<file path="config.mk">
export PLATFORM = sky130hd
export DESIGN_NAME = mc_ctrl
export DESIGN_NICKNAME = d
export VERILOG_FILES = /design/src/rtl/mc_pkg.sv /design/src/rtl/mc_ctrl_decode.sv /design/src/rtl/mc_ctrl.sv
export SDC_FILE = /design/constraint.sdc
export NUM_CORES = 1
export LEC_CHECK = 0
export CAP_MARGIN = 40
export CELL_PAD_IN_SITES_DETAIL_PLACEMENT = 0
export CELL_PAD_IN_SITES_GLOBAL_PLACEMENT = 1
export CORE_AREA = 4 4 41 43
export CTS_CLUSTER_DIAMETER = 120
export CTS_CLUSTER_SIZE = 12
export DETAILED_ROUTE_END_ITERATION = 10
export DIE_AREA = 0 0 45 47
export DONT_BUFFER_PORTS = 1
export GPL_TIMING_DRIVEN = 0
export PLACE_DENSITY = 0.79
export SYNTH_ARGS = -nofsm -noshare
export SYNTH_HDL_FRONTEND = slang
export SYNTH_SLANG_ARGS = --single-unit
</file>
<file path="constraint.sdc">
create_clock -name clk -period 3.3 [get_ports clk]
set_input_delay 0.495 -clock clk [delete_from_list [all_inputs] [get_ports clk]]
set_output_delay 0.495 -clock clk [all_outputs]
set_load 0.05 [all_outputs]
</file>
<file path="src/rtl/mc_pkg.sv">
// mc_pkg -- shared encodings for the multi-cycle MIPS-subset controller.
// Holds the FSM state enum, ALU operation codes, opcode/funct constants,
// datapath select encodings and the instruction class produced by the
// decoder.
// Optional feature: MC_CTRL_JUMP_EN makes jal and jr legal instructions.
package mc_pkg;

    typedef enum logic [2:0] {
        S_RESET  = 3'd0,
        S_FETCH  = 3'd1,
        S_DECODE = 3'd2,
        S_EXEC   = 3'd3,
        S_MEM    = 3'd4,
        S_WB     = 3'd5
    } state_t;

    // ALU select
    localparam logic [2:0] ZERO_OP = 3'b000;
    localparam logic [2:0] ADD_OP  = 3'b001;
    localparam logic [2:0] SUB_OP  = 3'b010;
    localparam logic [2:0] ORR_OP  = 3'b011;

    // Opcodes IR[31:26]
    localparam logic [5:0] OP_RTYPE = 6'b000000;
    localparam logic [5:0] OP_J     = 6'b000010;
    localparam logic [5:0] OP_JAL   = 6'b000011;
    localparam logic [5:0] OP_BEQ   = 6'b000100;
    localparam logic [5:0] OP_ORI   = 6'b001101;
    localparam logic [5:0] OP_LUI   = 6'b001111;
    localparam logic [5:0] OP_LW    = 6'b100011;
    localparam logic [5:0] OP_SW    = 6'b101011;

    // Funct codes IR[5:0] for R-type
    localparam logic [5:0] FN_JR   = 6'b001000;
    localparam logic [5:0] FN_ADDU = 6'b100001;
    localparam logic [5:0] FN_SUBU = 6'b100011;

    // Immediate extension select
    localparam logic [1:0] EXT_ZERO = 2'b00;
    localparam logic [1:0] EXT_SIGN = 2'b01;
    localparam logic [1:0] EXT_LUI  = 2'b10;

    // Next-PC select
    localparam logic [1:0] PC_PLUS4  = 2'b00;
    localparam logic [1:0] PC_BRANCH = 2'b01;
    localparam logic [1:0] PC_JUMP   = 2'b10;
    localparam logic [1:0] PC_RS     = 2'b11;

    // Destination register select
    localparam logic [1:0] DST_RT = 2'b00;
    localparam logic [1:0] DST_RD = 2'b01;
    localparam logic [1:0] DST_RA = 2'b10;

    // Write-data select
    localparam logic [1:0] WD_ALU = 2'b00;
    localparam logic [1:0] WD_MEM = 2'b01;
    localparam logic [1:0] WD_PC4 = 2'b10;

    // Instruction classes; anything unrecognised becomes CL_NOP.
    typedef enum logic [3:0] {
        CL_NOP  = 4'd0,
        CL_ADDU = 4'd1,
        CL_SUBU = 4'd2,
        CL_ORI  = 4'd3,
        CL_LUI  = 4'd4,
        CL_LW   = 4'd5,
        CL_SW   = 4'd6,
        CL_BEQ  = 4'd7,
        CL_J    = 4'd8,
        CL_JAL  = 4'd9,
        CL_JR   = 4'd10
    } iclass_t;

endpackage

</file>
<file path="src/rtl/mc_ctrl_decode.sv">
// mc_ctrl_decode -- combinational opcode/funct to instruction-class decoder.
// Ports:
//   op     in  6  IR[31:26]
//   funct  in  6  IR[5:0]
//   iclass out    decoded instruction class (CL_NOP for anything undefined)
// Optional feature: MC_CTRL_JUMP_EN enables decoding of jal and jr; without
// it both fall through to CL_NOP.
module mc_ctrl_decode
    import mc_pkg::*;
(
    input  logic [5:0] op,
    input  logic [5:0] funct,
    output iclass_t    iclass
);

    always_comb begin
        iclass = CL_NOP;
        unique case (op)
            OP_RTYPE: begin
                unique case (funct)
                    FN_ADDU: iclass = CL_ADDU;
                    FN_SUBU: iclass = CL_SUBU;
`ifdef MC_CTRL_JUMP_EN
                    FN_JR:   iclass = CL_JR;
`endif
                    default: iclass = CL_NOP;
                endcase
            end
            OP_ORI:  iclass = CL_ORI;
            OP_LUI:  iclass = CL_LUI;
            OP_LW:   iclass = CL_LW;
            OP_SW:   iclass = CL_SW;
            OP_BEQ:  iclass = CL_BEQ;
            OP_J:    iclass = CL_J;
`ifdef MC_CTRL_JUMP_EN
            OP_JAL:  iclass = CL_JAL;
`endif
            default: iclass = CL_NOP;
        endcase
    end

endmodule

</file>
<file path="src/rtl/mc_ctrl.sv">
// mc_ctrl -- multi-cycle controller FSM for a small MIPS subset
// (addu, subu, ori, lui, lw, sw, beq, j; jal/jr optional).
// Ports:
//   clk, reset_n         clock, asynchronous active-low reset
//   op, funct, zero      instruction fields and branch equality flag
//   alu_op, alu_src_b, ext_op              ALU controls
//   ir_write, pc_write, mem_write, reg_write  write strobes
//   pc_src, reg_dst, wd_sel                datapath selects
//   state                current FSM state (debug)
// Optional feature: define MC_CTRL_JUMP_EN to make jal and jr legal.
// All outputs are Moore-style decodes of (state, instruction class); only
// the beq branch strobe also looks at zero.
module mc_ctrl
    import mc_pkg::*;
(
    input  logic       clk,
    input  logic       reset_n,
    input  logic [5:0] op,
    input  logic [5:0] funct,
    input  logic       zero,
    output logic [2:0] alu_op,
    output logic       alu_src_b,
    output logic [1:0] ext_op,
    output logic       ir_write,
    output logic       pc_write,
    output logic       mem_write,
    output logic       reg_write,
    output logic [1:0] pc_src,
    output logic [1:0] reg_dst,
    output logic [1:0] wd_sel,
    output logic [2:0] state
);

    state_t  state_reg;
    state_t  state_next;
    iclass_t iclass;

    mc_ctrl_decode u_decode (
        .op     (op),
        .funct  (funct),
        .iclass (iclass)
    );

    // State register
    always_ff @(posedge clk or negedge reset_n) begin
        if (!reset_n) begin
            state_reg <= S_RESET;
        end else begin
            state_reg <= state_next;
        end
    end

    // Next-state logic
    always_comb begin
        state_next = S_FETCH;
        unique case (state_reg)
            S_RESET:  state_next = S_FETCH;
            S_FETCH:  state_next = S_DECODE;
            S_DECODE: begin
                // Single-cycle jumps and no-ops return straight to fetch.
                unique case (iclass)
                    CL_NOP, CL_J, CL_JAL, CL_JR: state_next = S_FETCH;
                    default:                     state_next = S_EXEC;
                endcase
            end
            S_EXEC: begin
                unique case (iclass)
                    CL_LW, CL_SW:                   state_next = S_MEM;
                    CL_ADDU, CL_SUBU, CL_ORI, CL_LUI: state_next = S_WB;
                    default:                        state_next = S_FETCH;
                endcase
            end
            S_MEM:    state_next = (iclass == CL_LW) ? S_WB : S_FETCH;
            S_WB:     state_next = S_FETCH;
            default:  state_next = S_RESET;
        endcase
    end

    // Output decode
    always_comb begin
        alu_op    = ZERO_OP;
        alu_src_b = 1'b0;
        ext_op    = EXT_ZERO;
        ir_write  = 1'b0;
        pc_write  = 1'b0;
        mem_write = 1'b0;
        reg_write = 1'b0;
        pc_src    = PC_PLUS4;
        reg_dst   = DST_RT;
        wd_sel    = WD_ALU;
        unique case (state_reg)
            S_FETCH: begin
                ir_write = 1'b1;
                pc_write = 1'b1;
                pc_src   = PC_PLUS4;
            end
            S_DECODE: begin
                unique case (iclass)
                    CL_J: begin
                        pc_write = 1'b1;
                        pc_src   = PC_JUMP;
                    end
                    CL_JAL: begin
                        // Link and jump in one cycle: $31 <= PC+4.
                        pc_write  = 1'b1;
                        pc_src    = PC_JUMP;
                        reg_write = 1'b1;
                        reg_dst   = DST_RA;
                        wd_sel    = WD_PC4;
                    end
                    CL_JR: begin
                        pc_write = 1'b1;
                        pc_src   = PC_RS;
                    end
                    default: ;
                endcase
            end
            S_EXEC: begin
                unique case (iclass)
                    CL_ADDU: alu_op = ADD_OP;
                    CL_SUBU: alu_op = SUB_OP;
                    CL_ORI: begin
                        alu_op    = ORR_OP;
                        alu_src_b = 1'b1;
                        ext_op    = EXT_ZERO;
                    end
                    CL_LUI: begin
                        // rs reads $0, so OR with the shifted immediate
                        // yields imm << 16.
                        alu_op    = ORR_OP;
                        alu_src_b = 1'b1;
                        ext_op    = EXT_LUI;
                    end
                    CL_LW, CL_SW: begin
                        alu_op    = ADD_OP;
                        alu_src_b = 1'b1;
                        ext_op    = EXT_SIGN;
                    end
                    CL_BEQ: begin
                        alu_op   = SUB_OP;
                        pc_write = zero;
                        pc_src   = PC_BRANCH;
                    end
                    default: ;
                endcase
            end
            S_MEM: begin
                mem_write = (iclass == CL_SW);
            end
            S_WB: begin
                unique case (iclass)
                    CL_ADDU, CL_SUBU: begin
                        reg_write = 1'b1;
                        reg_dst   = DST_RD;
                        wd_sel    = WD_ALU;
                    end
                    CL_ORI, CL_LUI: begin
                        reg_write = 1'b1;
                        reg_dst   = DST_RT;
                        wd_sel    = WD_ALU;
                    end
                    CL_LW: begin
                        reg_write = 1'b1;
                        reg_dst   = DST_RT;
                        wd_sel    = WD_MEM;
                    end
                    default: ;
                endcase
            end
            default: ;
        endcase
    end

    assign state = state_reg;

endmodule

</file>
==> Word-level counts from Yosys, hierarchy flattened <==
Cells that the tools add are included.
Widths: inputs -> output; s select.
{ "totals": {"register_bits": 3, "word_cells": 67, "in_bits": 15, "output_inout_bits": 19} }
{ "classes": {"n_mux": 28, "eq_ne": 23, "reduce_logical": 15} }
{ "ops": {"columns": ["operator", "count"], "rows": [
  ["$pmux 4 s7", 1],
  ["$eq 6x6->1 const B", 4],
  ["$pmux 2 s2", 6],
  ["$eq 4x3->1 const B", 4],
  ["$pmux 3 s5", 1],
  ["$eq 4x4->1 const B", 3],
  ["$eq 6x4->1 const B", 2],
  ["$reduce_or 2->1", 6],
  ["$reduce_or 4->1", 3],
  ["$mux 1", 11],
  ["$eq 4x2->1 const B", 2],
  ["$eq 3x2->1 const B", 2],
  ["$eq 3x3->1 const B", 2],
  ["$eq 6x2->1 const B", 1],
  ["$eq 6x3->1 const B", 1],
  ["$logic_not 6->1", 1],
  ["$mux 2", 3],
  ["$mux 3", 2],
  ["$pmux 2 s3", 1],
  ["$pmux 3 s2", 1],
  ["$reduce_or 3->1", 2],
  ["$reduce_or 5->1", 1],
  ["$eq 4x1->1 const B", 1],
  ["$logic_not 4->1", 1],
  ["4 further kinds", 4]
]} }

==> Depth between registers and ports, before layout <==
Gate-level depths: netlist of run 1.
{ "depth": {"ltp_word": 7, "mapped_depth": 6, "mapped_depth_nobuf": 4} }

==> By module <==
Synthesis of run 1 repeated with hierarchy kept, for this count alone.
{ "hier_totals": {"cells_unflattened": 76, "area_unflattened_um2": 579.3} }
{ "modules_own_cells": {"columns": ["module", "seq_area_each_um2", "area_each_um2", "instances", "cells_per_inst"], "rows": [
  ["mc_ctrl", 75.1, 416.6, 1, 55],
  ["mc_ctrl_decode", 0.0, 162.7, 1, 21]
]} }

==> Worst setup path after synthesis of run 1 <==
No wires, ideal clock.
{ "synth_timing": {"path_kind": "register -> output", "startpoint": "reg state_reg[2] (netlist: state[2])", "endpoint": "out pc_write", "arrival_ns": 2.411, "path_slack_ns": 0.394, "path_buffers": 1, "required_time_ns": 2.805, "path_stages_with_launch": 6, "path_cell_list": "dfrtp_1 -> buf_4 -> nand3b_1 -> nand2b_1 -> nor2_1 -> a21o_1"} }
{ "synth_between": {"elab_chain_cells": 2, "elab_cells_between_ends": 4, "classes_between": "3 x eq/ne; 1 x mux"} }
{ "synth_rtl": {"columns": ["element", "line_no", "source"], "rows": [
  ["start, declared", "mc_ctrl.sv:34", "state_t state_reg;"],
  ["start signal, assigned", "mc_ctrl.sv:49", "state_reg <= state_next;"],
  ["$eq 3x2->1 / $eq 3x1->1 (equally long branches)", "mc_ctrl.sv:91", "unique case (state_reg)"],
  ["$pmux 1 s3 (*)", "mc_ctrl.sv:91", null],
  ["end, declared", "mc_ctrl.sv:25", "output logic pc_write,"]
]} }
Every way passes the cells marked *; elsewhere a longest branch is shown, timed or not.

==> Worst setup path after layout of run 1 <==
{ "layout_timing": {"startpoint": "reg state_reg[2] (netlist: state[2])", "endpoint": "out ext_op[1]"} }
{ "layout_between": {"elab_chain_cells": 2} }
{ "layout_rtl": {"columns": ["element", "line_no", "source"], "rows": [
  ["$eq 3x2->1", "mc_ctrl.sv:91", null],
  ["$mux 2", "mc_ctrl.sv:91", null],
  ["end, declared", "mc_ctrl.sv:23", "output logic [1:0] ext_op,"]
]} }
Every way passes these cells.

==> results by group, run 1 <==
Outcome
  • Outcome: complete, no violations

Detailed routing
  • Antenna Nets Post-Route: 0
  • Routed WL per cell: about 13 um
  • DR iter-0 viols: 5
  • Final wirelength: 1.23 mm
  • DRC violations left: 0
  • DR vias: about 510
  • Initial DRT Pass Iterations: 3
  • Drt via density: about 5.3

Synthesis
  • Yosys warns: 0
  • Cells after Synth: 66
  • Synth async-reset ratio: 1.00
  • Syn avg cell area: roughly 6.9 um2
  • Synth Register Bits: 3
  • Dominant synthesized flop cell: dfrtp_1
  • Distinct cells, synth: 30
  • Post-synthesis cell area: around 460 um2
  • Post-synth EDFFs: 0
  • Sequential cell area fraction in the yosys report: 0.164

Placed design
  • DP Wirelength: 993 um
  • Port-buffer cells: 0
  • Placed Area: about 550 um2
  • Inst Count DP: a little over 90
  • RePlAce Congestion: 0.815

Final layout
  • Area grow syn2layout: 28.2%
  • Fraction of layout cells with a size suffix above 1: 0.272
  • Number of flip-flops in the largest register: 3
  • Diodes inserted: 0
  • Fin util: 0.450
  • Design Area, Final: between 500 and 600 um2
  • Nets@finish: between 90 and 100
  • Commonest non-fill, non-tap cells in the layout: buf_4, nor2_1, nor3_1, nand2_1, inv_1
  • Commonest non-fill, non-tap cell in the layout: buf_4
  • Final Non-Filler Cells: between 90 and 100

Setup path
  • CP delay by family, top: simple AND/OR/NAND/NOR gates
  • Critical path type: reg2out
  • Critical Path End Type: output pin
  • CP Launch Type: register
  • Arrival time worst endpoint: 2.31 ns
  • Slowest cell on the critical path: nor2_1
  • Max incr delay on CP: ~0.71 ns
  • CP bufs+invs: 1
  • Worst-path maximum fanout: 10
  • CP cell instances: buf_4 > nand3b_1 > nand2b_1 > nor2_1
  • WP data required: around 2.8 ns

CTS
  • Clk slew on worst S/H paths: 0.04 ns
  • Hold_buf cts: 1
  • CTS Buf Count: 3
  • Cts repair resizes: 0
  • Root Driver: clkbuf_4
  • CTS Buffer Depth: 2
  • Num Clock Sinks: 3
  • TritonCTS clock tree: built
  • H-tree depth: 1
  • Clock latency on the worst-skew pair: between 0.2 and 0.25 ns
  • Setup bufs post-CTS: 0

Timing
  • Worst Tran Pin Value: just under 0.9 ns
  • Part of the cycle the worst path needs: 0.849
  • Clk_skew: 0.00714 ns
  • Final hold slack: 0.428 ns
  • Fin. Hold Viols: 0
  • Unrepaired setup endpoints after global routing: no
  • Endpoints failing setup: 0
  • Tmin final: between 2 and 3 ns
  • Final setup TNS: 0 ns
  • Max-slew violation count: 0
  • Relative slew margins: 0.405
  • Max frequency: between 0.3 and 0.4 GHz

Pwr
  • Sequential power share: 0.279
  • Maximum VDD drop: approximately 0.088 mV
  • Switching pwr: ~0.057 mW
  • PwrDens: between 200 and 300 nW/um2
  • Logic pwr share: 0.292
  • P_leak: around 0.25 nW
  • Switching share of power: 0.362
  • Int Pwr: around 0.1 mW
  • Clock power frac: 0.429

Global route
  • Vias in the first global route: 462
  • First-pass GRT wire length: around 1.9 mm
  • Total global routing overflow: 0
  • Initial antenna violation count: 0
  • GRT Total Usage: 0.120
  • Pin count of the biggest net entering global routing: 11

Floorplan
  • I/O pin total: 34
  • Core area: 1300 um2
  • DIE HEIGHT: between 40 and 50 um
  • Die width: ~45 um
  • Die footprint: approximately 2100 um2
  • Starting Density: 0.351
  • # rows: 13

Job
  • Max-Cap Viols: 0

Worst hold path
  • Worst hold path class: in2reg
==> synthesized netlist by cell type (2+ instances only) <==
| cell type | count | area [um2] |
|---|---|---|
| nand3_1 | 3 | 15.0 |
| inv_1 | 4 | 15.0 |
| nand2_1 | 5 | 18.8 |
| or2_1 | 2 | 12.5 |
| buf_4 | 5 | 37.5 |
| a21oi_1 | 3 | 15.0 |
| nand2b_1 | 2 | 12.5 |
| nand4_1 | 2 | 12.5 |
| nor3_1 | 6 | 30.0 |
| o22ai_1 | 2 | 12.5 |
| nor2_1 | 10 | 37.5 |
| dfrtp_1 | 3 | 75.1 |
| nand3b_1 | 2 | 15.0 |
==> power groups by stage <==
stage	combinational (mW)	clock, mW	sequential (mW)
after floorplan	0.0387	0	0.0435
after global placement	0.0421	0	0.0441
after detailed placement	0.0443	0	0.0441
after CTS	0.0459	0.0687	0.0436
after global routing	0.0494	0.0688	0.0438
final	0.0456	0.0669	0.0436
==> per-stage QoR <==
step | setup WS, ns | total power, mW
2_1_floorplan | 0.394 | 0.0822
3_3_place_gp | 0.229 | 0.0862
3_5_place_dp | 0.739 | 0.0884
4_1_cts | 0.476 | 0.158
5_1_grt | 0.401 | 0.162
6_report | 0.500 | 0.156
==> layer usage <==
layer  track usage  vias to the layer above  part of all wire
met5             0                        -                 0
met4        0.0877                        0             0.017
met3             0                        2             0.083
met2         0.181                       21              0.45
met1         0.167                      225              0.45
li1              -                      261                 -
==> path summary, 6_finish.rpt <==
path / start / endpoint / slack, ns / cells past startpoint
min in group asynchronous: reset_n / state[2] / 0.50 / 1
max in group asynchronous: reset_n / state[0] / 2.64 / 1
min: op[4] / state[1] / 0.43 / 3
max reg2reg: state[2] / state[2] / 1.56 / 4
max: state[2] / ext_op[1] / 0.50 / 4
min reg2reg: state[1] / state[0] / 0.89 / 1
==> tightest hold or removal path, delay by kind of cell <==
kind | cells | cell delay [ns]
AND/OR/NAND/NOR | 2 | 0.07
AO/OA/AOI/OAI | 1 | 0.05
==> cell families (layout without fill, tap and decap cells) <==
family                    count (synthesis)  in the layout  share of synthesized area
xor gates and xnor gates                  1              1                     0.0192
buffers and inverters                    11             24                      0.151
AOI/OAI and AO/OA                        11             11                      0.173
other                                     1              3                    0.00821
and+or+nand+nor                          39             39                      0.485
DFF                                       3              3                      0.164
==> final cells by class <==
type                       instances  area, um2
buffer                             7       53.8
clock buffer                       4       26.3
fill                             157        716
inverter                           4       15.0
multi-input combinational         54        327
sequential                         3       75.1
tap                               15       18.8
timing repair buffer               9       70.1
Note: power is estimated with default switching activity, not from simulation.
==> run 2: changes to the inputs <==
--- a/config.mk
+++ b/config.mk
@@ -8,14 +8,14 @@
 export CAP_MARGIN = 40
 export CELL_PAD_IN_SITES_DETAIL_PLACEMENT = 0
 export CELL_PAD_IN_SITES_GLOBAL_PLACEMENT = 1
-export CORE_AREA = 4 4 41 43
+export CORE_MARGIN = 4
+export CORE_UTILIZATION = 33
 export CTS_CLUSTER_DIAMETER = 120
 export CTS_CLUSTER_SIZE = 12
 export DETAILED_ROUTE_END_ITERATION = 10
-export DIE_AREA = 0 0 45 47
 export DONT_BUFFER_PORTS = 1
 export GPL_TIMING_DRIVEN = 0
-export PLACE_DENSITY = 0.79
+export PLACE_DENSITY = 0.8
 export SYNTH_ARGS = -nofsm -noshare
 export SYNTH_HDL_FRONTEND = slang
 export SYNTH_SLANG_ARGS = --single-unit
==> constraint.sdc (replaced) <==
create_clock -name clk -period 2.37 [get_ports clk]
set_input_delay 0.3555 -clock clk [delete_from_list [all_inputs] [get_ports clk]]
set_output_delay 0.3555 -clock clk [all_outputs]
set_load 0.05 [all_outputs]
==> run 2 against run 1 <==
Routed wire length up 3.3%. Sequential cell count stayed put. Sequential share of layout area is 0.82 points lower. Global-route usage grew 0.91 points. Non-clock buffer count up 1. First-iteration DRC count is 100% higher. Power grew 44%. Sequential power up 40%. Largest cell class unchanged.
==> results by group, run 2 (synthesis gave the netlist of run 1 again) <==
Outcome
  • Outcome: complete, no violations (unchanged)

Placed design
  • Placed Area: 539 um2 (was 549 um2)
  • Port-buffer cells: 0 (unchanged)
  • Inst Count DP: 87 (was 91)
  • RePlAce Congestion: 0.776 (was 0.815)
  • DP Wirelength: 987 um (was 993 um)
  • Dpl ws: -0.288 ns (was 0.739 ns)

CTS
  • Clk slew on worst S/H paths: 0.04 ns (about the same)
  • H-tree depth: 1 (unchanged)
  • Clock latency on the worst-skew pair: 0.23 ns (was 0.24 ns)
  • Root Driver: clkbuf_4 (unchanged)
  • CTS Buf Count: 3 (unchanged)
  • CTS Buffer Depth: 2 (unchanged)
  • Num Clock Sinks: 3 (unchanged)
  • TritonCTS clock tree: built (unchanged)

Detailed routing
  • Drt via density: 5.37 (was 5.30)
  • DR vias: 521 (was 509)
  • Routed WL per cell: 13.1 um (was 12.8 um)
  • DRC violations left: 0 (unchanged)
  • Initial DRT Pass Iterations: 4 (was 3)
  • Antenna Nets Post-Route: 0 (unchanged)
  • Final wirelength: 1.27 mm (was 1.23 mm)
  • DR iter-0 viols: 10 (was 5)

Timing
  • Fin. Hold Viols: 0 (unchanged)
  • Final WS setup: 0.0171 ns (was 0.500 ns)
  • Max frequency: between 0.4 and 0.5 GHz
  • Relative slew margins: 0.402 (was 0.405)
  • Final setup TNS: 0 ns (unchanged)
  • Final hold slack: 0.319 ns (was 0.428 ns)
  • Max-slew violation count: 0 (unchanged)
  • Tmin final: approximately 2.4 ns
  • Part of the cycle the worst path needs: 0.993
  • Clk_skew: 0.00361 ns (was 0.00714 ns)
  • Endpoints failing setup: 0 (unchanged)
  • Unrepaired setup endpoints after global routing: yes (was no)
  • Worst Tran Pin Value: 0.894 ns (was 0.889 ns)

Setup path
  • Reg-to-reg startpoint: state[2] (unchanged)
  • Worst reg-to-reg path cell count: 5 (was 4)
  • Arrival time worst endpoint: 2.00 ns (was 2.31 ns)
  • WP data required: 2.01 ns (was 2.80 ns)
  • Worst-path maximum fanout: 5 (was 10)
  • R2R setup slack: 0.66 ns (was 1.56 ns)
  • Reg2reg end: state[2] (unchanged)
  • CP Launch Type: register (unchanged)
  • Critical path type: reg2out (unchanged)
  • Critical Path End Type: output pin (unchanged)

Floorplan
  • Starting Density: 0.351 (unchanged)
  • # rows: 13 (unchanged)
  • Die width: 45.2 um (was 45 um)
  • Core area: 1300 um2 (unchanged)
  • DIE HEIGHT: 45.2 um (was 47 um)
  • I/O pin total: 34 (unchanged)
  • Die footprint: 2040 um2 (was 2120 um2)

Final layout
  • Final Non-Filler Cells: 97 (was 96)
  • Area grow syn2layout: 43.8% (was 28.2%)
  • Sequential Area: 78.8 um2 (was 75.1 um2)
  • Fillers: 134 (was 157)
  • Commonest non-fill, non-tap cells in the layout: buf_4, nor2_1, nand2_1, nor3_1, inv_1 (was buf_4, nor2_1, nor3_1, nand2_1, inv_1)
  • Number of flip-flops in the largest register: 3 (unchanged)
  • Commonest non-fill, non-tap cell in the layout: buf_4 (unchanged)
  • Fin util: 0.505 (was 0.450)
  • Area occupied by multi-input gates: 379 um2 (was 327 um2)
  • Design Area, Final: 657 um2 (was 586 um2)
  • Fraction of layout cells with a size suffix above 1: 0.402 (was 0.272)
  • Diodes inserted: 0 (unchanged)
  • Nets@finish: 98 (was 97)

Global route
  • Pin count of the biggest net entering global routing: 11 (unchanged)
  • Initial antenna violation count: 0 (unchanged)
  • Vias in the first global route: 515 (was 462)
  • GRT Total Usage: 0.129 (was 0.120)
  • First-pass GRT wire length: 2.04 mm (was 1.87 mm)
  • Total global routing overflow: 0 (unchanged)

Worst hold path
  • HP Start: op[4] (unchanged)
  • Hold Path End: state[1] (unchanged)
  • Hold path depth: 3 (unchanged)
  • Worst hold path class: in2reg (unchanged)

Pwr
  • Int Pwr: 0.144 mW (was 0.0996 mW)
  • Maximum VDD drop: 0.176 mV (was 0.0882 mV)
  • Total Power: 0.224 mW (was 0.156 mW)
  • Switching pwr: 0.0802 mW (was 0.0565 mW)
  • Sequential power share: 0.272 (was 0.279)
  • Switching share of power: 0.358 (was 0.362)
  • P_leak: 0.266 nW (was 0.253 nW)
  • Clock power frac: 0.403 (was 0.429)
  • Logic pwr share: 0.326 (was 0.292)
  • PwrDens: 341 nW/um2 (was 267 nW/um2)

Job
  • Max-Cap Viols: 0 (unchanged)
run 2: cell types whose count changed in the layout (fill, tap and decap cells not counted), moves of 2 or more:
cell,before,now
buf_6,1,3
dfrtp_1,3,0
dfrtp_2,0,3
nor2_1,10,8
run 2: repair_timing:
item / CTS / global route
setup endpoints to repair: 7 / 3
gates resized for setup: 11 / 1
pin swaps: 2 / 3
hold buffers: 1 / 0
buffers inserted: 0 / 4
hold endpoints to repair: 3 / 0
run 2: power groups by stage:
stage / clock (mW) / sequential, mW / combinational, mW
final: 0.0903 / 0.0609 / 0.0731
after global routing: 0.0969 / 0.0614 / 0.0784
after CTS: 0.0915 / 0.0610 / 0.0671
after detailed placement: 0 / 0.0613 / 0.0610
after global placement: 0 / 0.0614 / 0.0605
after floorplan: 0 / 0.0606 / 0.0560
run 2: how the worst max path moves through the flow:
stage             start        end  slack (ns)  cells past startpoint
2_1_floorplan  state[2]   pc_write       -0.18                      5
3_3_place_gp   state[2]   pc_write       -0.29                      5
3_5_place_dp   state[2]   pc_write       -0.29                      5
4_1_cts        state[2]   pc_write       -0.06                      5
5_1_grt        state[2]  alu_op[0]       -0.04                      5
6_report       state[2]  alu_op[0]        0.02                      5
run 2: per-layer routing:
metal  part of all wire  wire length [um]  GRT usage  vias up
met3               0.11               138     0.0120        2
met1               0.42               537      0.182      229
met2               0.46               588      0.201       29
met5                  0                 0          0        -
met4             0.0078                10     0.0526        0
li1                   -                 -          -      261
run 2: cell type report:
type / count / share of cell area
tap: 15 / 0.0286
multi-input combinational: 54 / 0.577
clock buffer: 4 / 0.0400
inverter: 4 / 0.0229
timing repair buffer: 10 / 0.124
buffer: 7 / 0.0876
sequential: 3 / 0.120
run 2: worst max-delay path, cell delays in order (launching register included):
cell	delay (ns)
dfrtp_2	0.51
buf_6	0.17
nand3b_1	0.25
buf_6	0.19
a21oi_4	0.35
or2_4	0.30
==> run 3: changes to the inputs <==
--- a/config.mk
+++ b/config.mk
@@ -8,14 +8,14 @@
 export CAP_MARGIN = 40
 export CELL_PAD_IN_SITES_DETAIL_PLACEMENT = 0
 export CELL_PAD_IN_SITES_GLOBAL_PLACEMENT = 1
-export CORE_MARGIN = 4
-export CORE_UTILIZATION = 33
+export CORE_AREA = 4 4 41 43
 export CTS_CLUSTER_DIAMETER = 120
 export CTS_CLUSTER_SIZE = 12
 export DETAILED_ROUTE_END_ITERATION = 10
+export DIE_AREA = 0 0 45 47
 export DONT_BUFFER_PORTS = 1
 export GPL_TIMING_DRIVEN = 0
-export PLACE_DENSITY = 0.8
+export PLACE_DENSITY = 0.79
 export SYNTH_ARGS = -nofsm -noshare
 export SYNTH_HDL_FRONTEND = slang
 export SYNTH_SLANG_ARGS = --single-unit
==> constraint.sdc (replaced) <==
create_clock -name clk -period 2.23 [get_ports clk]
set_input_delay 0.3345 -clock clk [delete_from_list [all_inputs] [get_ports clk]]
set_output_delay 0.3345 -clock clk [all_outputs]
set_load 0.05 [all_outputs]
==> run 3 against run 2 <==
The run now ends with negative setup slack left. Routed wire length is 6.5% higher. Sequential cell count unchanged. Critical path depth unchanged. Via count grew 1.5%. Register-to-register slack worse by 0.14 ns. Final area up 5.5%. Global-route usage grew 1.5 points. Non-clock buffer count up 2. Count of clock-buffer cells in the layout unchanged. Largest cell class unchanged.
==> results by group, run 3 (synthesis gave the netlist of run 1 again) <==
Global route
  • First-pass GRT wire length: 2.26 mm (was 2.04 mm)
  • Total global routing overflow: 0 (unchanged)
  • Vias in the first global route: 516 (was 515)
  • Initial antenna violation count: 0 (unchanged)
  • GRT Total Usage: 0.145 (was 0.129)
  • Pin count of the biggest net entering global routing: 10 (was 11)

CTS
  • H-tree depth: 1 (unchanged)
  • CTS Buf Count: 3 (unchanged)
  • Root Driver: clkbuf_4 (unchanged)
  • Num Clock Sinks: 3 (unchanged)
  • Clock latency on the worst-skew pair: 0.23 ns (about the same)
  • Clk slew on worst S/H paths: 0.04 ns (about the same)
  • TritonCTS clock tree: built (unchanged)
  • CTS Buffer Depth: 2 (unchanged)

Timing
  • Endpoints failing setup: 2 (was 0)
  • Unrepaired setup endpoints after global routing: yes (unchanged)
  • Relative slew margins: 0.410 (was 0.402)
  • Fin. Hold Viols: 0 (unchanged)
  • Max-slew violation count: 0 (unchanged)
  • Part of the cycle the worst path needs: 1.04
  • Tmin final: between 2 and 2.5 ns
  • Max frequency: around 0.43 GHz
  • Worst Tran Pin Value: 0.882 ns (was 0.894 ns)
  • Final hold slack: 0.295 ns (was 0.319 ns)
  • Final WS setup: -0.0923 ns (was 0.0171 ns)
  • Clk_skew: 0.00124 ns (was 0.00361 ns)

Setup path
  • Critical path origin: state[2] (unchanged)
  • Setup crit end: alu_op[0] (unchanged)
  • Reg2reg end: state[2] (unchanged)
  • R2R setup slack: 0.52 ns (was 0.66 ns)
  • Arrival time worst endpoint: 1.99 ns (was 2.00 ns)
  • Reg-to-reg startpoint: state[2] (unchanged)
  • Worst reg-to-reg path cell count: 5 (unchanged)
  • Critical Path End Type: output pin (unchanged)
  • CP Launch Type: register (unchanged)
  • WP data required: 1.90 ns (was 2.01 ns)
  • Worst-path maximum fanout: 4 (was 5)
  • Critical path type: reg2out (unchanged)

Placed design
  • Port-buffer cells: 0 (unchanged)
  • RePlAce Congestion: 0.767 (was 0.776)
  • DP Wirelength: 1.00 mm (was 987 um)

Final layout
  • Commonest non-fill, non-tap cell in the layout: buf_4 (unchanged)
  • Nets@finish: 100 (was 98)
  • Area grow syn2layout: 51.8% (was 43.8%)
  • Fin util: 0.533 (was 0.505)
  • Fraction of layout cells with a size suffix above 1: 0.440 (was 0.402)
  • Commonest non-fill, non-tap cells in the layout: buf_4, nor2_1, buf_6, nand2_1 (was buf_4, nor2_1, nand2_1, nor3_1, inv_1)
  • Sequential Area: 78.8 um2 (unchanged)
  • Diodes inserted: 0 (unchanged)
  • Fillers: 136 (was 134)
  • Number of flip-flops in the largest register: 3 (unchanged)
  • Area occupied by multi-input gates: 393 um2 (was 379 um2)

Pwr
  • Int Pwr: 0.155 mW (was 0.144 mW)
  • Switching share of power: 0.352 (was 0.358)
  • Switching pwr: 0.0841 mW (was 0.0802 mW)
  • Maximum VDD drop: 0.153 mV (was 0.176 mV)
  • P_leak: 0.284 nW (was 0.266 nW)
  • Logic pwr share: 0.339 (was 0.326)
  • Sequential power share: 0.271 (was 0.272)
  • PwrDens: 345 nW/um2 (was 341 nW/um2)
  • Clock power frac: 0.390 (was 0.403)

Floorplan
  • Die width: 45 um (was 45.2 um)
  • # rows: 13 (unchanged)
  • I/O pin total: 34 (unchanged)
  • Die footprint: 2120 um2 (was 2040 um2)
  • Core area: 1300 um2 (unchanged)
  • Starting Density: 0.351 (unchanged)
  • DIE HEIGHT: 47 um (was 45.2 um)

Outcome
  • Failing checks: negative setup slack
  • Outcome: finished with violations (was complete, no violations)

Detailed routing
  • Initial DRT Pass Iterations: 2 (was 4)
  • DR iter-0 viols: 3 (was 10)
  • Final wirelength: 1.36 mm (was 1.27 mm)
  • Routed WL per cell: 13.7 um (was 13.1 um)
  • DRC violations left: 0 (unchanged)
  • DR vias: 529 (was 521)
  • Drt via density: 5.34 (was 5.37)
  • Antenna Nets Post-Route: 0 (unchanged)

Job
  • Max-Cap Viols: 0 (unchanged)

Worst hold path
  • Worst hold path class: in2reg (unchanged)
-- run 3: cell types whose count changed in the layout (fill, tap and decap cells not counted), sizes merged --
cell / delta
buf: +2
-- run 3: critical path, stage by stage, from the launching register on --
cell and delay (ns):
dfrtp_2 0.51, buf_6 0.16, nand3b_1 0.25, buf_6 0.19, a21oi_4 0.34, or2_4 0.30
-- run 3: layout make-up --
cell class,count,share of cell area
buffer,7,0.0884
clock buffer,4,0.0379
inverter,4,0.0217
multi-input combinational,54,0.567
sequential,3,0.114
tap,15,0.0271
timing repair buffer,12,0.144
-- run 3: how the worst min path moves through the flow --
stage / start / endpoint / slack, ns / cells past startpoint
2_1_floorplan: reset_n / state[0] / 0.04 / 0
3_3_place_gp: reset_n / state[0] / 0.04 / 0
3_5_place_dp: reset_n / state[0] / 0.04 / 0
4_1_cts: op[4] / state[1] / 0.28 / 3
5_1_grt: op[4] / state[1] / 0.32 / 3
6_report: op[4] / state[1] / 0.29 / 3
-- run 3: stage by stage --
step / worst slack [ns] / total power, mW / TNS [ns] / area, um2 / instances
finish: -0.0923 / 0.239 / -0.152 / 693 / 99
CTS: -0.0804 / 0.241 / -0.146 / 682 / 98
detailed placement: -0.463 / 0.130 / -0.790 / 537 / 86
global route: -0.173 / 0.255 / -0.399 / 693 / 99
floorplan: -0.303 / 0.124 / -0.534 / 495 / 68
global placement: -0.445 / 0.130 / -1.00 / 514 / 83
-- run 3: power by group through the flow --
stage | sequential, mW | combinational, mW | clock, mW
6_report | 0.0648 | 0.0812 | 0.0933
5_1_grt | 0.0652 | 0.0872 | 0.102
4_1_cts | 0.0648 | 0.0797 | 0.0968
3_5_place_dp | 0.0651 | 0.0653 | 0
3_3_place_gp | 0.0652 | 0.0648 | 0
2_1_floorplan | 0.0644 | 0.0597 | 0
-- run 3: timing repair --
| item | 4_1_cts | 5_1_grt |
|---|---|---|
| hold buffers | 1 | 0 |
| buffers inserted | 7 | 1 |
| gates resized for setup | 15 | 1 |
| endpoints found under the setup margin | 9 | 4 |
| hold endpoints to repair | 3 | 0 |
| pin swaps | 5 | 3 |
-- run 3: per-layer routing --
metal  up-vias  GRT usage  wire length, um
li1        263          -                -
met1       245      0.187              577
met2        21      0.232              663
met3         0     0.0153              116
met4         0     0.0877                0
met5         -          0                0
